## src/rtl/clock_pkg.sv

```systemverilog
// clock_pkg: mode and position encodings, button indices and default timing.
// These are shared by the clock front-end and the H:M:S counter block.
package clock_pkg;

  typedef enum logic [1:0] {
    MODE_CLOCK = 2'd0,
    MODE_SETUP = 2'd1,
    MODE_ALARM = 2'd2,
    MODE_RSVD  = 2'd3
  } mode_e;

  typedef enum logic [1:0] {
    POS_SEC  = 2'd0,
    POS_MIN  = 2'd1,
    POS_HOUR = 2'd2,
    POS_RSVD = 2'd3
  } pos_e;

  localparam int CLK_HZ_DEFAULT       = 50_000_000;
  localparam int DEBOUNCE_CYC_DEFAULT = 500_000;

  // Bit positions of the four push-buttons on i_sw
  localparam int BTN_MODE  = 0;
  localparam int BTN_POS   = 1;
  localparam int BTN_INC   = 2;
  localparam int BTN_ALARM = 3;

  // The unused encoding 3 falls back to CLOCK
  function automatic mode_e mode_next(input mode_e m);
    case (m)
      MODE_CLOCK: return MODE_SETUP;
      MODE_SETUP: return MODE_ALARM;
      default:    return MODE_CLOCK;
    endcase
  endfunction

  // The unused encoding 3 falls back to SEC
  function automatic pos_e pos_next(input pos_e p);
    case (p)
      POS_SEC: return POS_MIN;
      POS_MIN: return POS_HOUR;
      default: return POS_SEC;
    endcase
  endfunction

endpackage

```

## src/rtl/btn_debounce.sv

```systemverilog
// btn_debounce: 2-FF synchronizer plus stability counter for one active-low
// push-button. It emits a single-cycle press event when a low level is accepted.
// With REPEAT_EN set, holding the button also produces repeat events: the
// first comes REPEAT_FIRST cycles after the press event, then one every
// REPEAT_NEXT cycles for as long as the debounced level stays low.
module btn_debounce #(
  parameter int DEBOUNCE_CYC = 500_000,
  parameter bit REPEAT_EN    = 1'b0,
  parameter int REPEAT_FIRST = 50_000_000,
  parameter int REPEAT_NEXT  = 12_500_000
) (
  input  logic clk,
  input  logic rst_n,
  input  logic btn_n,
  output logic press
);

  localparam int CW = $clog2(DEBOUNCE_CYC + 1);
  localparam logic [CW-1:0] CNT_LAST = CW'(DEBOUNCE_CYC - 1);
  localparam logic [CW-1:0] CNT_ONE  = CW'(1);

  logic          sync_q1;
  logic          sync_q2;
  logic          level_q;
  logic          event_q;
  logic [CW-1:0] cnt_q;

  // Bring the raw button into the clk domain; reset to the released level
  always_ff @(posedge clk or negedge rst_n) begin
    if (!rst_n) begin
      sync_q1 <= 1'b1;
      sync_q2 <= 1'b1;
    end else begin
      sync_q1 <= btn_n;
      sync_q2 <= sync_q1;
    end
  end

  // Accept a new level only after it differs from the current one for DEBOUNCE_CYC cycles
  always_ff @(posedge clk or negedge rst_n) begin
    if (!rst_n) begin
      level_q <= 1'b1;
      cnt_q   <= '0;
      event_q <= 1'b0;
    end else begin
      event_q <= 1'b0;
      if (sync_q2 == level_q) begin
        cnt_q <= '0;
      end else if (cnt_q == CNT_LAST) begin
        level_q <= sync_q2;
        cnt_q   <= '0;
        event_q <= ~sync_q2;
      end else begin
        cnt_q <= cnt_q + CNT_ONE;
      end
    end
  end

  generate
    if (REPEAT_EN) begin : g_repeat
      localparam int RW = $clog2(REPEAT_FIRST + 1);
      localparam logic [RW-1:0] FIRST_LAST = RW'(REPEAT_FIRST - 1);
      localparam logic [RW-1:0] NEXT_LAST  = RW'(REPEAT_NEXT - 1);
      localparam logic [RW-1:0] RPT_ONE    = RW'(1);

      logic [RW-1:0] rcnt_q;
      logic          first_q;
      logic          rpt_q;

      // Count hold time since the press event and emit repeat events while still held
      always_ff @(posedge clk or negedge rst_n) begin
        if (!rst_n) begin
          rcnt_q  <= '0;
          first_q <= 1'b1;
          rpt_q   <= 1'b0;
        end else begin
          rpt_q <= 1'b0;
          if (event_q) begin
            rcnt_q  <= RPT_ONE;
            first_q <= 1'b1;
          end else if (!level_q) begin
            if ((first_q && rcnt_q == FIRST_LAST) || (!first_q && rcnt_q == NEXT_LAST)) begin
              rpt_q   <= 1'b1;
              rcnt_q  <= '0;
              first_q <= 1'b0;
            end else begin
              rcnt_q <= rcnt_q + RPT_ONE;
            end
          end else begin
            rcnt_q  <= '0;
            first_q <= 1'b1;
          end
        end
      end

      assign press = event_q | rpt_q;
    end else begin : g_no_repeat
      assign press = event_q;
    end
  endgenerate

endmodule

```

## src/rtl/clock_ctrl.sv

```systemverilog
// clock_ctrl: button front-end, mode/position FSM, 1 Hz time base and routing
// of the increment pulses to the time and alarm counters.
// Optional feature macro: CLOCK_CTRL_AUTOREPEAT_EN (increment auto-repeat while held).
module clock_ctrl
  import clock_pkg::*;
#(
  parameter int CLK_HZ       = CLK_HZ_DEFAULT,
  parameter int DEBOUNCE_CYC = DEBOUNCE_CYC_DEFAULT
) (
  input  logic       clk,
  input  logic       rst_n,
  input  logic [3:0] i_sw,
  input  logic       i_max_hit_sec,
  input  logic       i_max_hit_min,
  output logic [1:0] o_mode,
  output logic [1:0] o_position,
  output logic       o_sec_clk,
  output logic       o_min_clk,
  output logic       o_hour_clk,
  output logic       o_alarm_sec_clk,
  output logic       o_alarm_min_clk,
  output logic       o_alarm_hour_clk,
  output logic       o_alarm_en
);

`ifdef CLOCK_CTRL_AUTOREPEAT_EN
  localparam bit INC_REPEAT = 1'b1;
`else
  localparam bit INC_REPEAT = 1'b0;
`endif

  localparam int TW = $clog2(CLK_HZ);
  localparam logic [TW-1:0] TICK_LAST = TW'(CLK_HZ - 1);
  localparam logic [TW-1:0] TICK_ONE  = TW'(1);

  logic [3:0]    btn_evt;
  logic [TW-1:0] tick_cnt_q;
  logic          tick_now;
  logic          hit_sec_q1, hit_sec_q2;
  logic          hit_min_q1, hit_min_q2;
  logic          sec_rise, min_rise;
  logic          cascade_on;
  logic          mode_evt, pos_evt, inc_evt, alarm_evt;
  mode_e         mode_q;
  pos_e          pos_q;

  for (genvar i = 0; i < 4; i++) begin : g_btn
    btn_debounce #(
      .DEBOUNCE_CYC (DEBOUNCE_CYC),
      .REPEAT_EN    ((i == BTN_INC) && INC_REPEAT),
      .REPEAT_FIRST (CLK_HZ),
      .REPEAT_NEXT  (CLK_HZ / 4)
    ) u_debounce (
      .clk   (clk),
      .rst_n (rst_n),
      .btn_n (i_sw[i]),
      .press (btn_evt[i])
    );
  end

  assign mode_evt  = btn_evt[BTN_MODE];
  assign pos_evt   = btn_evt[BTN_POS];
  assign inc_evt   = btn_evt[BTN_INC];
  assign alarm_evt = btn_evt[BTN_ALARM];

  assign tick_now   = (mode_q != MODE_SETUP) && (tick_cnt_q == TICK_LAST);
  assign cascade_on = (mode_q != MODE_SETUP);
  assign sec_rise   = hit_sec_q1 & ~hit_sec_q2;
  assign min_rise   = hit_min_q1 & ~hit_min_q2;

  // 1 Hz time base; held at zero during SETUP so the first tick after leaving it is a full period away
  always_ff @(posedge clk or negedge rst_n) begin
    if (!rst_n) begin
      tick_cnt_q <= '0;
    end else if (mode_q == MODE_SETUP || tick_cnt_q == TICK_LAST) begin
      tick_cnt_q <= '0;
    end else begin
      tick_cnt_q <= tick_cnt_q + TICK_ONE;
    end
  end

  // Capture the counter wrap flags and keep their previous value for rising-edge detection
  always_ff @(posedge clk or negedge rst_n) begin
    if (!rst_n) begin
      hit_sec_q1 <= 1'b0;
      hit_sec_q2 <= 1'b0;
      hit_min_q1 <= 1'b0;
      hit_min_q2 <= 1'b0;
    end else begin
      hit_sec_q1 <= i_max_hit_sec;
      hit_sec_q2 <= hit_sec_q1;
      hit_min_q1 <= i_max_hit_min;
      hit_min_q2 <= hit_min_q1;
    end
  end

  // Mode/position FSM and registered pulse routing; a mode press drops a same-cycle position or increment press
  always_ff @(posedge clk or negedge rst_n) begin
    if (!rst_n) begin
      mode_q           <= MODE_CLOCK;
      pos_q            <= POS_SEC;
      o_alarm_en       <= 1'b0;
      o_sec_clk        <= 1'b0;
      o_min_clk        <= 1'b0;
      o_hour_clk       <= 1'b0;
      o_alarm_sec_clk  <= 1'b0;
      o_alarm_min_clk  <= 1'b0;
      o_alarm_hour_clk <= 1'b0;
    end else begin
      o_sec_clk        <= tick_now;
      o_min_clk        <= cascade_on & sec_rise;
      o_hour_clk       <= cascade_on & min_rise;
      o_alarm_sec_clk  <= 1'b0;
      o_alarm_min_clk  <= 1'b0;
      o_alarm_hour_clk <= 1'b0;

      if (alarm_evt) begin
        o_alarm_en <= ~o_alarm_en;
      end

      if (mode_q == MODE_RSVD) begin
        mode_q <= MODE_CLOCK;
        pos_q  <= POS_SEC;
      end else if (mode_evt) begin
        mode_q <= mode_next(mode_q);
        pos_q  <= POS_SEC;
      end else begin
        if (inc_evt) begin
          if (mode_q == MODE_SETUP) begin
            case (pos_q)
              POS_SEC:  o_sec_clk  <= 1'b1;
              POS_MIN:  o_min_clk  <= 1'b1;
              POS_HOUR: o_hour_clk <= 1'b1;
              default:  ;
            endcase
          end else if (mode_q == MODE_ALARM) begin
            case (pos_q)
              POS_SEC:  o_alarm_sec_clk  <= 1'b1;
              POS_MIN:  o_alarm_min_clk  <= 1'b1;
              POS_HOUR: o_alarm_hour_clk <= 1'b1;
              default:  ;
            endcase
          end
        end
        if (pos_q == POS_RSVD) begin
          pos_q <= POS_SEC;
        end else if (pos_evt && mode_q != MODE_CLOCK) begin
          pos_q <= pos_next(pos_q);
        end
      end
    end
  end

  assign o_mode     = mode_q;
  assign o_position = pos_q;

endmodule
```

## config.mk

```make
export PLATFORM = sky130hd
export DESIGN_NAME = clock_ctrl
export DESIGN_NICKNAME = d
export VERILOG_FILES = /design/src/rtl/clock_pkg.sv /design/src/rtl/btn_debounce.sv /design/src/rtl/clock_ctrl.sv
export SDC_FILE = /design/constraint.sdc
export NUM_CORES = 1
export LEC_CHECK = 0
export BUFFER_PORTS_ARGS = -buffer_cell sky130_fd_sc_hd__buf_2
export CELL_PAD_IN_SITES_DETAIL_PLACEMENT = 0
export CELL_PAD_IN_SITES_GLOBAL_PLACEMENT = 1
export CORE_ASPECT_RATIO = 1.25
export CORE_MARGIN = 8
export CORE_UTILIZATION = 40
export DETAILED_ROUTE_END_ITERATION = 16
export PLACE_DENSITY = 0.7
export SETUP_SLACK_MARGIN = 0.05
export SYNTH_ARGS = -nofsm -noshare
export SYNTH_HDL_FRONTEND = slang
export SYNTH_HIERARCHICAL = 1
export SYNTH_SLANG_ARGS = --single-unit
```

## constraint.sdc

```tcl
create_clock -name clk -period 2.4 [get_ports clk]
set_input_delay 0.36 -clock clk [delete_from_list [all_inputs] [get_ports clk]]
set_output_delay 0.36 -clock clk [all_outputs]
set_load 0.02 [all_outputs]
```

==> results.sh, run 1 <==
export IMPL_rows=52
export IMPL_netlist_top_cells_area="dfrtp_1, xnor2_1, nor2_1, dfstp_2, nand4_1"
export IMPL_port_buffers=18
export IMPL_place_area_sq_um=6820
export IMPL_final_nets=674
export IMPL_fin_crit_sh=0.853
export IMPL_cpLargestDelayFamily="simple AND/OR/NAND/NOR gates"
export IMPL_clk_insertion_delay_late_ns=0.41
export IMPL_status="finished, final reports clean"
export IMPL_synthFlopType="dfrtp_1"
export IMPL_switching_share=0.220
export IMPL_ctsResizeCount=0
export IMPL_clk_pin_slew_ns=0.06
export IMPL_layout_cells_non_filler=890
export IMPL_fin_util=0.465
export IMPL_p_int_mw=3.96
export IMPL_antenna_found_initial=0
export IMPL_holdCritPathClass="in -> reg"
export IMPL_yosys_area_top_type="dfrtp_1"
export IMPL_via_count=4679
export IMPL_syn_avg_cell_area_sq_um=10.2
export IMPL_clock_sinks=133
export IMPL_io_pins=19
export IMPL_syn_inst=630
export IMPL_slew_limit_headroom=0.607
export IMPL_gp_congestion=0.804
export IMPL_grt_max_degree=59
export IMPL_drv_slew=0
export IMPL_fmax_mhz=489
export IMPL_drtIter0Drc=245
export IMPL_endpoint_kind="flip-flop"
export IMPL_pwr_share_clk=0.521
export IMPL_path_class="reg -> reg"
export IMPL_drt_wl_total_um=12600
export IMPL_cp_start_kind="flip-flop"
export IMPL_yosys_top_cells_count="dfrtp_1, nor2_1, xnor2_1"
export IMPL_synth_top_cell_area_share=0.469
export IMPL_synth_async_reset_ratio=1.00
export IMPL_cp_slowest_cell="or3_2"
export IMPL_via_per_inst=5.26
export IMPL_overflow=0
export IMPL_cts_tree="done"
export IMPL_grt_pass1_vias=4771
export IMPL_firstDrtPassIters=4
export IMPL_multiInputGateArea_sq_um=2960
export IMPL_power_mw=5.07
export IMPL_pwr_share_seq=0.455
export IMPL_fin_area_sq_um=7440
export IMPL_required_ns=2.69
export IMPL_switching_power_mw=1.11
export IMPL_hold_viol=0
export IMPL_htreeDepth=4
export IMPL_wl_per_cell_um=14.2
export IMPL_rsz0062_at_grt="no"
export IMPL_initial_utilization=0.403
export IMPL_clockRootBuffer="clkbuf_16"
export IMPL_yosysSeqAreaShare=0.518
export IMPL_area_sequential_sq_um=3340
export IMPL_finClkSkew_ns=0.00712
export IMPL_ys_seq_elements=133
export IMPL_syn_area_sq_um=6450
export IMPL_antenna_cells=0
export IMPL_combPwrFrac=0.024
export IMPL_setup_viol=0
export IMPL_yosysWarningCount=6
export IMPL_drive_gt1_frac=0.159
export IMPL_yosysMostFrequentCell="dfrtp_1"
export IMPL_placedCellCount=857
export IMPL_setup_tns_final_ns=0
export IMPL_leakage_nw=2.89
export IMPL_core_sq_um=16000
export IMPL_worst_pin_slew_ns=0.584
export IMPL_clk_path_buf_depth=2
export IMPL_dieArea_sq_um=20500
export IMPL_grtUsageTotal=0.136
export IMPL_powerDensity_nw_per_um2=682
export IMPL_fillCellCount=1567
export IMPL_fin_crit_ns=2.05
export IMPL_worst_ep_arrival_time_ns=2.34
export IMPL_drc=0
export IMPL_syn_to_final_growth_pct=15.3
export IMPL_slowest_delay_ns=0.52
export IMPL_drv_cap=0
export IMPL_numCtsBuffers=17
export IMPL_ys_types=49
export IMPL_synth_edf_count=0
export IMPL_crit_chain="ha_1 -> nand4_1 -> or3_2 -> o31ai_4 -> buf_4 -> nor2_1"
export IMPL_ir_worst_vdd_mv=0.465
export IMPL_dpl_hpwl_um=8840
export IMPL_fp_dieW_um=130
export IMPL_synth_nets=643
export IMPL_die_h_um=158
export IMPL_critPathBufInv=1
export IMPL_grt_pass1_wl_um=22100
export IMPL_ant_nets=0
export IMPL_cp_max_fo=18
-- power groups by stage --
stage	Combinational [mW]	Clock [mW]	Sequential, mW
floorplan	0.0584	0	2.34
global placement	0.126	0	2.35
detailed placement	0.128	0	2.35
CTS	0.131	2.72	2.31
global route	0.144	2.82	2.31
finish	0.124	2.64	2.31
-- registers in the layout (all words and copies together) (netlist names), 2 cells and up --
name and cells:
g_btn.u_debounce/cnt_q 76, tick_cnt_q 26, g_btn.u_debounce/level_q 4, g_btn.u_debounce/press 4, g_btn.u_debounce/sync_q1 4, g_btn.u_debounce/sync_q2 4
o_mode 2, o_position 2
-- stage by stage --
step	setup WS, ns	hold WS (ns)
floorplan	0.452	0.0644
global placement	0.428	0.347
detailed placement	0.371	0.348
CTS	0.355	0.0174
global route	0.190	0.0121
finish	0.353	0.0406
-- placed cells by master (no fill, tap or decap), types with 6 or more instances in the layout --
cell type,n
nor2_1,96
xor2_1,22
dfrtp_1,121
and3_1,6
inv_1,16
o31ai_1,9
buf_2,17
clkbuf_16,17
and4_1,7
nor4b_1,9
nand2_1,41
a21oi_1,15
nor3_1,27
buf_4,10
xnor2_1,57
dfstp_2,12
nand4_1,40
o21ai_0,8
a21oi_2,6
nor4_1,16
nand3_1,34
or4_4,7
-- path summary, 6_finish.rpt --
check / start / endpoint / slack, ns / depth (start not counted)
setup / recovery: tick_cnt_q[0] / tick_cnt_q[8] / 0.35 / 6
hold / removal: i_sw[0] / g_btn[0].u_debounce/sync_q1 / 0.04 / 1
setup reg to reg: tick_cnt_q[0] / tick_cnt_q[8] / 0.35 / 6
hold reg to reg: g_btn[1].u_debounce/sync_q1 / g_btn[1].u_debounce/sync_q2 / 0.36 / 0
max in group asynchronous: rst_n / g_btn[1].u_debounce/level_q / 1.15 / 3
min in group asynchronous: rst_n / tick_cnt_q[20] / 0.48 / 2
-- cell type report --
type                            instances  area share
Sequential cell                       133       0.449
Inverter                               16     0.00807
Tap cell                              216      0.0363
Multi-Input combinational cell        463       0.398
Clock buffer                           18      0.0577
Clock inverter                         14      0.0237
Timing Repair Buffer                   30      0.0271
-- per-layer routing --
metal	routed length [um]	GRT usage
met5	0	0
met4	216	0.0571
met3	509	0.0418
met2	6260	0.230
met1	5630	0.155
-- repair_timing --
item,4_1_cts,5_1_grt
buffers inserted,0,0
endpoints found under the hold margin,52,0
hold buffers,1,0
-- kinds of logic (layout without fill, tap and decap cells) --
group | after synthesis | in the layout | synth area share
AOI/OAI and AO/OA | 52 | 52 | 0.0644
xor gates and xnor gates | 79 | 79 | 0.107
DFF | 133 | 133 | 0.518
and+or+nand+nor | 322 | 322 | 0.269
adders and majority gates | 6 | 6 | 0.0113
muxes | 4 | 4 | 0.00698
buffers and inverters | 34 | 78 | 0.0229
Note: power is estimated with default switching activity, not from simulation.
==> run 2, diff against run 1 <==
==> constraint.sdc (replaced) <==
create_clock -name clk -period 2.1 [get_ports clk]
set_input_delay 0.315 -clock clk [delete_from_list [all_inputs] [get_ports clk]]
set_output_delay 0.315 -clock clk [all_outputs]
set_load 0.02 [all_outputs]
==> run 2 against run 1 <==
Power grew 24%. Worst hold slack better by 0.31 ns. Via count rose by 1.5%. Critical path depth fell by 2. Critical path type unchanged. Largest power group unchanged.
==> results.sh, run 2 (synthesis results as in run 1) <==
export IMPL_status="finished, final reports clean"
export IMPL_hold_viol=0
export IMPL_via_count=4750
export IMPL_top_register="g_btn.u_debounce/cnt_q"
export IMPL_crit_chain="nand3_2 -> or4_4 -> or4_1 -> a21oi_1"
export IMPL_r2r_start="tick_cnt_q[13]"
export IMPL_largest_reg_flops=76
export IMPL_cpLargestDelayFamily="simple AND/OR/NAND/NOR gates"
export IMPL_cp_slowest_cell="or4_4"
export IMPL_grt_pass1_wl_um=22700
export IMPL_clk_path_buf_depth=2
export IMPL_power_mw=6.30
export IMPL_dieArea_sq_um=20500
export IMPL_worst_pin_slew_ns=0.440
export IMPL_grt_max_degree=44
export IMPL_rsz0062_at_grt="no"
export IMPL_slew_limit_headroom=0.703
export IMPL_fillCellCount=1545
export IMPL_slowest_delay_ns=0.64
export IMPL_fin_crit_ns=1.93
export IMPL_drv_slew=0
export IMPL_dpl_hpwl_um=9050
export IMPL_syn_to_final_growth_pct=18.9
export IMPL_fmax_mhz=518
export IMPL_critPathBufInv=0
export IMPL_drive_gt1_frac=0.170
export IMPL_r2r_setup_slack_ns=0.17
export IMPL_via_per_inst=5.25
export IMPL_grt_pass1_vias=4864
export IMPL_placedCellCount=865
export IMPL_leakage_nw=3.01
export IMPL_io_pins=19
export IMPL_fin_area_sq_um=7670
export IMPL_ir_worst_vdd_mv=0.509
export IMPL_ant_nets=0
export IMPL_clock_sinks=133
export IMPL_rows=52
export IMPL_antenna_cells=0
export IMPL_firstDrtPassIters=4
export IMPL_port_buffers=18
export IMPL_final_cell_mix="dfrtp_1, nor2_1, xnor2_1"
export IMPL_drv_cap=0
export IMPL_antenna_found_initial=0
export IMPL_setup_tns_final_ns=0
export IMPL_r2r_end="tick_cnt_q[21]"
export IMPL_setup_viol=0
export IMPL_cts_setup_buffers=0
export IMPL_final_common_cell="dfrtp_1"
export IMPL_die_h_um=158
export IMPL_overflow=0
export IMPL_fin_crit_sh=0.920
export IMPL_gp_congestion=0.822
export IMPL_finClkSkew_ns=0.00677
export IMPL_initial_utilization=0.403
export IMPL_drtIter0Drc=293
export IMPL_drt_wl_total_um=12800
export IMPL_endpoint_kind="flip-flop"
export IMPL_required_ns=2.43
export IMPL_cts_tree="done"
export IMPL_clk_pin_slew_ns=0.06
export IMPL_final_nets=688
export IMPL_place_area_sq_um=6880
export IMPL_wl_per_cell_um=14.2
export IMPL_fp_dieW_um=130
export IMPL_layout_cells_non_filler=904
export IMPL_grtUsageTotal=0.138
export IMPL_drc=0
export IMPL_core_sq_um=16000
export IMPL_path_class="reg -> reg"
export IMPL_clk_insertion_delay_late_ns=0.41
export IMPL_cp_start_kind="flip-flop"
export IMPL_rr_worst_depth=4
export IMPL_numCtsBuffers=17
export IMPL_hp_start="g_btn[1].u_debounce/sync_q1"
export IMPL_hold_depth=0
export IMPL_clockRootBuffer="clkbuf_16"
export IMPL_worstHoldEndpoint="g_btn[1].u_debounce/sync_q2"
export IMPL_powerDensity_nw_per_um2=821
export IMPL_worst_ep_arrival_time_ns=2.26
export IMPL_cp_max_fo=14
export IMPL_top_regs="g_btn.u_debounce/cnt_q x76, tick_cnt_q x26"
export IMPL_holdCritPathClass="reg -> reg"
export IMPL_htreeDepth=4
[run 2: cell types whose count changed in the layout (fill, tap and decap cells not counted), moves of 2 or more]
| cell | before | now |
|---|---|---|
| buf_4 | 10 | 17 |
| bufinv_16 | 3 | 7 |
| clkbuf_8 | 0 | 2 |
| clkinvlp_4 | 5 | 2 |
| dlygate4sd3_1 | 1 | 7 |
| inv_6 | 3 | 1 |
[run 2: area by class of cell]
type | instances | area, sq um | area share
Sequential cell | 133 | 3340 | 0.436
Clock inverter | 12 | 248 | 0.0323
Inverter | 16 | 60.1 | 0.00783
Tap cell | 216 | 270 | 0.0352
Timing Repair Buffer | 44 | 325 | 0.0424
Clock buffer | 20 | 457 | 0.0595
Multi-Input combinational cell | 463 | 2970 | 0.387
[run 2: layer usage]
metal  part of all wire  wire length [um]  track usage
met1               0.45              5750        0.159
met2               0.50              6410        0.235
met3              0.033               425       0.0404
met4              0.017               214       0.0576
met5                  0                 0            0
[run 2: what timing repair did]
item / CTS / global route
hold buffers: 7 / 0
setup endpoints to repair: 0 / 17
resized for setup: 0 / 4
hold endpoints to repair: 35 / 0
[run 2: worst max path at each step]
stage | to | start | depth (start not counted)
3_5_place_dp | tick_cnt_q[21] | tick_cnt_q[12] | 4
3_3_place_gp | tick_cnt_q[25] | tick_cnt_q[12] | 4
4_1_cts | tick_cnt_q[25] | tick_cnt_q[12] | 4
6_report | tick_cnt_q[21] | tick_cnt_q[13] | 4
5_1_grt | g_btn[3].u_debounce/cnt_q[18] | g_btn[3].u_debounce/cnt_q[0] | 6
2_1_floorplan | tick_cnt_q[2] | tick_cnt_q[0] | 6
[run 2: through the flow]
stage          hold WS [ns]  setup WS [ns]   util
6_report              0.356          0.168  0.479
5_1_grt               0.359         0.0667  0.479
4_1_cts               0.358          0.118  0.479
3_5_place_dp          0.253          0.126  0.430
3_3_place_gp          0.250          0.181  0.430
2_1_floorplan        0.0194          0.152      -
[run 2: report_power, final]
| part | total [mW] | internal [mW] | leakage [nW] | switching [mW] |
|---|---|---|---|---|
| Clock | 3.50 | 2.41 | 0.337 | 1.09 |
| Sequential | 2.64 | 2.60 | 1.78 | 0.0356 |
| Combinational | 0.156 | 0.0560 | 0.898 | 0.100 |
| Total | 6.30 | 5.07 | 3.01 | 1.23 |
